<file path="config.mk">
export PLATFORM = sky130hd
export DESIGN_NAME = key_debouncer
export DESIGN_NICKNAME = d
export VERILOG_FILES = /design/src/rtl/key_debouncer.sv
export SDC_FILE = /design/constraint.sdc
export NUM_CORES = 1
export LEC_CHECK = 0
export CORE_MARGIN = 2
export CORE_UTILIZATION = 33
export CTS_CLUSTER_DIAMETER = 100
export CTS_CLUSTER_SIZE = 12
export DETAILED_ROUTE_END_ITERATION = 7
export GPL_ROUTABILITY_DRIVEN = 0
export PLACE_DENSITY = 0.48
export SLEW_MARGIN = 20
export SYNTH_ARGS = -nofsm -noshare
export SYNTH_HDL_FRONTEND = slang
export SYNTH_SLANG_ARGS = --single-unit
</file>
<file path="constraint.sdc">
create_clock -name clock_50 -period 2.5 [get_ports clock_50]
set_input_delay 0.5 -clock clock_50 [delete_from_list [all_inputs] [get_ports clock_50]]
set_output_delay 0.5 -clock clock_50 [all_outputs]
set_load 0.1 [all_outputs]
</file>
<file path="src/rtl/key_debouncer.sv">
// Per-key two-flop synchroniser plus debounce FSM producing clean levels and press pulses.
// Optional release pulse output is built when KEY_DEBOUNCER_RELEASE_PULSE_EN is defined.
module key_debouncer #(
    parameter int NUM_KEYS        = 2,
    parameter int DEBOUNCE_CYCLES = 250000,
    parameter bit KEY_ACTIVE_LOW  = 1'b0
) (
    input  logic                clock_50,
    input  logic                reset_n,
    input  logic [NUM_KEYS-1:0] key,
    output logic [NUM_KEYS-1:0] key_level,
    output logic [NUM_KEYS-1:0] key_press
`ifdef KEY_DEBOUNCER_RELEASE_PULSE_EN
    ,
    output logic [NUM_KEYS-1:0] key_release
`endif
);

    localparam int CW = $clog2(DEBOUNCE_CYCLES + 1);
    // The cycle that leaves RELEASED/PRESSED already counts as the first stable one.
    localparam logic [CW-1:0] TERM = (DEBOUNCE_CYCLES > 1) ? CW'(DEBOUNCE_CYCLES - 2) : '0;
    localparam bit SINGLE = (DEBOUNCE_CYCLES == 1);
    localparam logic [NUM_KEYS-1:0] IDLE_RAW = {NUM_KEYS{KEY_ACTIVE_LOW}};

    typedef enum logic [1:0] {
        RELEASED        = 2'd0,
        PRESS_PENDING   = 2'd1,
        PRESSED         = 2'd2,
        RELEASE_PENDING = 2'd3
    } state_t;

    logic [NUM_KEYS-1:0] sync_meta;
    logic [NUM_KEYS-1:0] sync_out;
    logic [NUM_KEYS-1:0] synced;

    // Two-stage synchroniser, reset to the released raw level.
    always_ff @(posedge clock_50) begin
        if (!reset_n) begin
            sync_meta <= IDLE_RAW;
            sync_out  <= IDLE_RAW;
        end else begin
            sync_meta <= key;
            sync_out  <= sync_meta;
        end
    end

    assign synced = sync_out ^ IDLE_RAW;

    for (genvar g = 0; g < NUM_KEYS; g++) begin : g_key
        state_t          state;
        state_t          state_next;
        logic [CW-1:0]   cnt;
        logic [CW-1:0]   cnt_next;
        logic            level_r;
        logic            level_next;
        logic            press_r;
        logic            press_next;

        // Next-state, counter and output decode for one key.
        always_comb begin
            state_next = state;
            cnt_next   = cnt;
            level_next = level_r;
            press_next = 1'b0;
            case (state)
                RELEASED: begin
                    cnt_next = '0;
                    if (synced[g]) begin
                        if (SINGLE) begin
                            state_next = PRESSED;
                            level_next = 1'b1;
                            press_next = 1'b1;
                        end else begin
                            state_next = PRESS_PENDING;
                        end
                    end else begin
                        state_next = RELEASED;
                    end
                end
                PRESS_PENDING: begin
                    if (!synced[g]) begin
                        state_next = RELEASED;
                        cnt_next   = '0;
                    end else if (cnt == TERM) begin
                        state_next = PRESSED;
                        cnt_next   = '0;
                        level_next = 1'b1;
                        press_next = 1'b1;
                    end else begin
                        cnt_next = cnt + CW'(1);
                    end
                end
                PRESSED: begin
                    cnt_next = '0;
                    if (!synced[g]) begin
                        if (SINGLE) begin
                            state_next = RELEASED;
                            level_next = 1'b0;
                        end else begin
                            state_next = RELEASE_PENDING;
                        end
                    end else begin
                        state_next = PRESSED;
                    end
                end
                RELEASE_PENDING: begin
                    if (synced[g]) begin
                        state_next = PRESSED;
                        cnt_next   = '0;
                    end else if (cnt == TERM) begin
                        state_next = RELEASED;
                        cnt_next   = '0;
                        level_next = 1'b0;
                    end else begin
                        cnt_next = cnt + CW'(1);
                    end
                end
                default: begin
                    state_next = RELEASED;
                    cnt_next   = '0;
                    level_next = 1'b0;
                end
            endcase
        end

        // State, counter and registered outputs for one key.
        always_ff @(posedge clock_50) begin
            if (!reset_n) begin
                state   <= RELEASED;
                cnt     <= '0;
                level_r <= 1'b0;
                press_r <= 1'b0;
            end else begin
                state   <= state_next;
                cnt     <= cnt_next;
                level_r <= level_next;
                press_r <= press_next;
            end
        end

        assign key_level[g] = level_r;
        assign key_press[g] = press_r;

`ifdef KEY_DEBOUNCER_RELEASE_PULSE_EN
        logic release_r;

        // Release pulse fires on the edge where the accepted level falls.
        always_ff @(posedge clock_50) begin
            if (!reset_n) begin
                release_r <= 1'b0;
            end else begin
                release_r <= level_r & ~level_next;
            end
        end

        assign key_release[g] = release_r;
`endif
    end

endmodule
</file>
# Word-level counts from Yosys, hierarchy flattened
# Cells that the tools add are included.
# totals
register_bits	48
elab_cells	78
# classes
n_reduce_logical	12
muxes	34
n_eq_ne	20
addsub	2
# op_table
op	count
two-way mux 18 bit	6
one-hot mux 18 bit (3 select lines)	2
adder 18 x 1 -> 18 bit (second input constant)	2
equality test 18 bit (second input constant)	2
two-way mux 2 bit	8
!= test 2 bit (second input constant)	8
one-hot mux 2 bit (4 select lines)	2
two-way mux 1 bit	14
!= test 3 bit (second input constant)	4
AND reduction 5 bit	2
equality test 2 bit (second input constant)	4
AND reduction 3 bit	2
equality test 2 x 1 -> 1 bit (second input constant)	2
zero test 2 bit	2
one-hot mux 1 bit (2 select lines)	2
AND reduction 2 bit	2
nonzero test 2 bit	2
OR reduction 2 bit	2

# Logic depth before layout (Yosys ltp)
# Gate-level depths: netlist of run 1.
# logic_depth
depth_word	4
mapped_depth	7
mapped_depth_nobuf	6

# Worst setup path before layout of run 1
# OpenSTA, ideal clock, no wires.
# synth_path
kind	reg2reg
startpoint	register g_key[0].cnt[8]
endpoint	register g_key[0].level_r
setup_time_ns	0.122
setup_slack_ns	0.439
period_less_slack_ns	2.061
arrival_ns	1.939
stages_incl_launch_ff	6
cell_sequence	dfxtp_1 > buf_6 > or4b_1 > or4_4 > or2_0 > a311o_1
# synth_via
elab_chain_len	3
word_cells_on_any_way	4
cone_classes	3 x eq/ne; 1 x reduce/logical
# synth_lines
element	line_no	text
start: declaration	52	logic [CW-1:0] cnt;
start signal: assignment	135	cnt <= cnt_next;
equality test 18 bit *	84, 110	
!= test 2 bit (no line)	n/a	
AND reduction 5 bit (no line) *	n/a	
end signal: assignment	136	level_r <= level_next;
end: declaration	54	logic level_r;
# Mark *: on every way between the ends. The rest lies on a longest branch, timed or not.
# A chain may end at the register's enable or synchronous reset.

# Final worst setup path of run 1
# layout_path
startpoint	register g_key[0].cnt[0]
endpoint	register g_key[0].level_r
# Same word-level chain as after synthesis.

==> results of run 1 <==
-- power groups by stage --
| stage | sequential, W | combinational (W) | clock (W) |
|---|---|---|---|
| floorplan | 0.000788 | 0.00000864 | 0 |
| global placement | 0.000788 | 0.0000154 | 0 |
| detailed placement | 0.000788 | 0.0000156 | 0 |
| finish | 0.000770 | 0.0000156 | 0.000472 |
| global route | 0.000771 | 0.0000172 | 0.000527 |
| CTS | 0.000770 | 0.0000159 | 0.000496 |
-- logic make-up after synthesis --
| group | Yosys count | synth area share (%) |
|---|---|---|
| adder cells (fa/ha/maj) | 4 | 2.35 |
| XOR/XNOR | 27 | 11.1 |
| AO/OA/AOI/OAI | 24 | 8.48 |
| AND/OR/NAND/NOR | 109 | 27.8 |
| flip-flops | 48 | 45.2 |
| buffers and inverters | 22 | 5.00 |
-- stage by stage --
stage                     setup slack, ns  std cells  instance area (um^2)
after detailed placement            0.358        311                  2250
after CTS                           0.342        319                  2340
after global placement              0.346        311                  2250
after floorplan                     0.439        234                  2130
after global routing                0.217        319                  2340
final                               0.338        319                  2340
-- state kept, by name, indices dropped and copies added (netlist names), named ones only --
| signal | count |
|---|---|
| g_key.cnt | 36 |
| g_key.level_r | 2 |
| g_key.press_r | 2 |
| g_key.state | 2 |
| sync_meta | 2 |
| sync_out | 2 |
-- final cells by class --
type	instances	area [um^2]
multi-input cells	164	1060
flip-flops and latches	48	961
inverters	11	41.3
fillers	665	3940
well taps	77	96.3
clock buffers	8	90.1
repair buffers	11	90.1
-- worst max-delay path by stage --
stage,end
floorplan,g_key[0].level_r$_SDFFE_PN0P_
global placement,g_key[0].level_r$_SDFFE_PN0P_
detailed placement,g_key[0].cnt[4]$_SDFF_PN0_
CTS,g_key[0].level_r$_SDFFE_PN0P_
global route,g_key[0].level_r$_SDFFE_PN0P_
finish,g_key[0].level_r$_SDFFE_PN0P_
-- Yosys cell counts (all sizes together) --
| cell | number | area share (%) |
|---|---|---|
| or4 | 5 | 1.9 |
| dfxtp | 48 | 45 |
| and3 | 4 | 1.2 |
| o31ai | 3 | 1.1 |
| o21a | 2 | 0.71 |
| a311o | 2 | 0.94 |
| nand3 | 13 | 3.1 |
| and2 | 6 | 1.8 |
| and4 | 4 | 1.6 |
| ha | 4 | 2.4 |
| inv | 11 | 1.9 |
| nand4 | 10 | 2.9 |
| clkbuf | 4 | 0.71 |
| o21ai | 5 | 1.2 |
| or2 | 2 | 0.59 |
| nor4b | 1 | 0.41 |
| nor3 | 4 | 0.94 |
| xnor2 | 14 | 5.8 |
| nor2 | 32 | 5.7 |
| nand2b | 1 | 0.29 |
| or3b | 1 | 0.41 |
| or4b | 1 | 0.47 |
| xor2 | 13 | 5.4 |
| nor4bb | 2 | 0.94 |
| a21oi | 7 | 1.6 |
| buf | 7 | 2.4 |
| nand2 | 10 | 1.8 |
| nor2b | 1 | 0.29 |
| a21boi | 1 | 0.35 |
| or3 | 6 | 1.8 |
| o2111ai | 2 | 1.6 |
| o211a | 2 | 0.94 |
| nor4 | 6 | 1.8 |
-- cells in the final DEF, fill, tap and decap left out, types with 3 or more instances in the layout --
master / netlist / final
nand4_1: 10 / 10
dfxtp_1: 48 / 48
buf_4: 4 / 8
inv_1: 11 / 11
ha_1: 4 / 4
xnor2_1: 14 / 14
nor3_1: 4 / 4
and3_1: 4 / 4
nand2_1: 10 / 10
xor2_1: 13 / 13
clkbuf_8: 0 / 6
a21oi_1: 7 / 7
nor2_1: 32 / 32
clkdlybuf4s50_1: 0 / 3
and2_1: 6 / 6
or4_1: 4 / 4
and4_1: 4 / 4
o21ai_0: 5 / 5
nor4_1: 6 / 6
o31ai_1: 3 / 3
nand3_1: 13 / 13
or3_1: 6 / 6
-- worst max-delay path: stages (launching register included) --
cell	delay, ns
dfxtp_1	0.35
inv_1	0.06
ha_1	0.14
nor4b_1	0.39
or3b_2	0.51
or2_0	0.26
a311o_1	0.35
-- layer usage --
metal / global-route usage, % / part of all wire [%] / vias to the layer above
met2: 18.8 / 46 / 13
met1: 13.4 / 49 / 718
met4: 6.74 / 2.1 / 0
li1: - / - / 826
met3: 2.95 / 2.7 / 5
met5: 0 / 0 / -
==> reports/metrics.yaml, run 1 <==
outcome: "finished, final reports clean"
rr_worst_depth: 6
cts_tree: "done"
drive_gt1_share_pct: 7.44
power.switching_w: 0.000256
post-cts-setup-buffer-count: 0
p_leak_nw: 0.725
holdPathStages: 1
tightestPinTransition_ns: 0.548
timing.hold.ws_ns: 0.435
cts_resized: 0
combPwrFrac_pct: 1.2
antenna_found_initial: 0
syn-instance-count: 234
swShare_pct: 20.3
viasPerCell: 4.90
netlist_area_mm2: 0.00213
final_max_slew_viol_count: 0
row_count: 29
clock_sinks: 48
start_kind: "flop"
clkPwrFrac_pct: 37.5
path_class: "reg2reg"
drt_iter0_drc: 63
htreeDepth: 2
area_delta_synth_final_pct: 9.95
finalSetupViolCount: 0
clock_latency_ns: 0.30
cp.required_ns: 2.69
fmax_mhz: 463
antenna_left: 0
path_max_fanout: 5
io_pins: 8
ys_seq_area_share_pct: 45.2
slew_headroom_pct: 63.4
reg2reg_to: "g_key[0].level_r$_SDFFE_PN0P_"
drt-total-wl_um: 3730
core_mm2: 0.00628
ys.warnings.count: 0
rsz0062_at_grt: "no"
critPathLaunch: "g_key[0].cnt[0]$_SDFF_PN0_"
grt_pass1_vias: 1494
numCtsBuffers: 5
min_from: "sync_meta[1]$_SDFF_PN0_"
grt_max_degree: 19
ff2ff_setup_slack_ns: 0.34
initial_core_util_pct: 33.9
p_int_w: 0.00100
finClkSkew_ns: 0.00254
root_buffer: "clkbuf_8"
cts_buffer_depth: 2
num_vias: 1562
drv_cap: 0
pwr_density_cell_mw_per_mm2: 538
synth_cell_types: 39
post_drt_wl_per_cell_um: 11.7
antenna-diode-count: 0
irDropWorstVdd_mv: 0.254
dp_hpwl_um: 2600
clk_pin_slew_ns: 0.08
drt_first_pass_iters: 4
dieArea_mm2: 0.00710
drc: 0
numPortBuffers: 7
post-route-period-util_pct: 86.5
crit_arrival_ns: 2.36
grt_pass1_wl_um: 6580
die_h_um: 84.3
power_frac_seq_pct: 61.2
final_util_pct: 37.2
hold_path.class: "reg2reg"
min_period_ns: 2.16
fin_total_pwr_w: 0.00126
setup_tns_ns: 0
synth_nets: 242
die_w_um: 84.3
grt-ovfl-total: 0
hold_buffers: 0
hold_end: "sync_out[1]$_SDFF_PN0_"
cp-end-kind: "flop"
r2r-start: "g_key[0].cnt[0]$_SDFF_PN0_"
grt_usage_pct: 11.4
finalHoldViolCount: 0
ys_ff_latch: 48
syn_area_per_cell_um2: 9.08
fin_nets: 249
Power figures use the tool's default switching activity.
==> run 2, diff against run 1 <==
- DONT_BUFFER_PORTS: not set -> 1
- PLACE_DENSITY: 0.48 -> 0.47
- SETUP_SLACK_MARGIN: not set -> 0.05
==> run 2 against run 1 <==
Via count is 0.70% lower. Clock power is 29% higher. Highest routed layer unchanged. Hold slack worse by 0.12 ns. Sequential share of layout area hardly changed. Die area stayed put. Setup slack better by 0.026 ns. Critical path depth stayed put. First-iteration DRC count is 22% lower. Count of clock-buffer cells in the layout is 1 lower. Fmax is 1.2% higher. Total power is 10% higher. Non-clock buffer count is 4 lower.
==> reports/metrics.yaml, run 2 (same netlist as run 1, synthesis figures left out) <==
drc: 0  # unchanged
crit_arrival_ns: 2.33  # was 2.36 ns
die_h_um: 84.3  # unchanged
initial_core_util_pct: 33.9  # unchanged
min_from: "reset_n"  # was sync_meta[1]$_SDFF_PN0_
htreeDepth: 2  # unchanged
grt_usage_pct: 12.0  # was 11.4%
timing.hold.ws_ns: 0.312  # was 0.435 ns
dieArea_mm2: 0.00710  # unchanged
fillers: 671  # was 665
critPathMaxStageDelay_ns: 0.51  # about the same
numPortBuffers: 0  # was 7
post-cts-setup-buffer-count: 0  # unchanged
final_util_pct: 37.2  # about the same
final_cells: 315  # was 319
path_max_fanout: 5  # unchanged
cp.required_ns: 2.70  # was 2.69 ns
holdPathStages: 1  # unchanged
tightestPinTransition_ns: 0.524  # was 0.548 ns
num_vias: 1551  # was 1562
drv_cap: 0  # unchanged
antenna_left: 0  # unchanged
grt-ovfl-total: 0  # unchanged
clock_sinks: 48  # unchanged
root_buffer: "clkbuf_8"  # unchanged
rr_worst_depth: 6  # unchanged
post_drt_wl_per_cell_um: 12.0  # was 11.7 um
ff2ff_setup_slack_ns: 0.36  # was 0.34 ns
min_period_ns: 2.14  # was 2.16 ns
grt_pass1_vias: 1530  # was 1494
fmax_mhz: 468  # was 463 MHz
critPathSlowestCell: "or3b_2"  # unchanged
io_pins: 8  # unchanged
finalSetupViolCount: 0  # unchanged
drt_first_pass_iters: 4  # unchanged
hold_path.class: "in2reg"  # was reg2reg
p_leak_nw: 0.727  # was 0.725 nW
clk_pin_slew_ns: 0.09  # was 0.08 ns
drt_iter0_drc: 49  # was 63
area_delta_synth_final_pct: 9.89  # was 9.95%
path_cells: "inv_1 -> ha_1 -> nor4b_1 -> or3b_2 -> or2_0 -> a311o_1"  # unchanged
reg2reg_to: "g_key[0].level_r$_SDFFE_PN0P_"  # unchanged
cp-end-kind: "flop"  # unchanged
core_mm2: 0.00628  # unchanged
final_cell_mix: "48 x dfxtp_1, 32 x nor2_1, 14 x xnor2_1, 13 x nand3_1, 13 x xor2_1"  # unchanged
numPlacedInstances: 307  # was 311
cp.buffers_inverters: 1  # unchanged
r2r-start: "g_key[0].cnt[0]$_SDFF_PN0_"  # unchanged
dp_hpwl_um: 2680  # was 2600 um
outcome: "finished, final reports clean"  # unchanged
path_class: "reg2reg"  # unchanged
largest_reg_flops: 36  # unchanged
drt-total-wl_um: 3780  # was 3730 um
irDropWorstVdd_mv: 0.225  # was 0.254 mV
post-route-period-util_pct: 85.4  # was 86.5%
rsz0062_at_grt: "no"  # unchanged
critPathTopFamily: "simple AND/OR/NAND/NOR gates"  # unchanged
grt_pass1_wl_um: 6910  # was 6580 um
cts_resized: 0  # unchanged
antenna-diode-count: 0  # unchanged
die_w_um: 84.3  # unchanged
clock_latency_ns: 0.30  # about the same
drive_gt1_share_pct: 7.98  # was 7.44%
fin_total_pwr_w: 0.00139  # was 0.00126 W
cts_buffer_depth: 2  # unchanged
grt_max_degree: 19  # unchanged
final_max_slew_viol_count: 0  # unchanged
pwr_density_cell_mw_per_mm2: 594  # was 538 mW/mm^2
start_kind: "flop"  # unchanged
layout_commonest_cell: "dfxtp_1"  # unchanged
antenna_found_initial: 0  # unchanged
setup_tns_ns: 0  # unchanged
slew_headroom_pct: 65.0  # was 63.4%
hold_buffers: 0  # unchanged
viasPerCell: 4.92  # was 4.90
max_flop_register: "g_key.cnt"  # unchanged
numCtsBuffers: 5  # unchanged
finalHoldViolCount: 0  # unchanged
finClkSkew_ns: 0.00764  # was 0.00254 ns
fin_nets: 245  # was 249
cts_tree: "done"  # unchanged
row_count: 29  # unchanged
==> run 2: cell count changes in the layout (fill, tap and decap cells not counted), sizes merged <==
cell and delta:
clkdlybuf4s50 -3, buf -1, bufinv +1, clkbuf -1
==> run 2: worst max-delay path by stage <==
stage / slack, ns / start / end / cells past startpoint
2_1_floorplan: 0.44 / g_key[0].cnt[8]$_SDFF_PN0_ / g_key[0].level_r$_SDFFE_PN0P_ / 5
3_3_place_gp: 0.33 / g_key[0].cnt[0]$_SDFF_PN0_ / g_key[0].level_r$_SDFFE_PN0P_ / 6
3_5_place_dp: 0.35 / g_key[0].cnt[8]$_SDFF_PN0_ / g_key[0].cnt[5]$_SDFF_PN0_ / 4
4_1_cts: 0.34 / g_key[0].cnt[0]$_SDFF_PN0_ / g_key[0].level_r$_SDFFE_PN0P_ / 6
5_1_grt: 0.16 / g_key[0].cnt[0]$_SDFF_PN0_ / g_key[0].level_r$_SDFFE_PN0P_ / 6
6_report: 0.36 / g_key[0].cnt[0]$_SDFF_PN0_ / g_key[0].level_r$_SDFFE_PN0P_ / 6
==> run 2: layout make-up <==
cell class	instances	area [um^2]	share of cell area (%)
multi-input cells	164	1060	45.3
well taps	77	96.3	4.12
inverters	11	41.3	1.77
clock inverters	1	30.0	1.29
clock buffers	7	96.3	4.12
repair buffers	7	52.6	2.25
flip-flops and latches	48	961	41.1
==> run 2: per-stage QoR <==
| stage | worst slack, ns | instance area, um^2 |
|---|---|---|
| after floorplan | 0.439 | 2130 |
| after global placement | 0.334 | 2210 |
| after detailed placement | 0.352 | 2210 |
| after CTS | 0.343 | 2340 |
| after global routing | 0.160 | 2340 |
| final | 0.364 | 2340 |
==> run 2: power breakdown <==
group / internal (W) / switching (W)
sequential: 0.000768 / 0.00000249
combinational: 0.00000341 / 0.00000289
clock: 0.000353 / 0.000258
total: 0.00112 / 0.000264
==> run 2: layer usage <==
| layer | wire, um | share of wire (%) | global-route usage (%) |
|---|---|---|---|
| met1 | 1860 | 49 | 14.7 |
| met2 | 1730 | 46 | 19.4 |
| met3 | 113 | 3.0 | 3.83 |
| met4 | 74 | 2.0 | 5.28 |
| met5 | 0 | 0 | 0 |
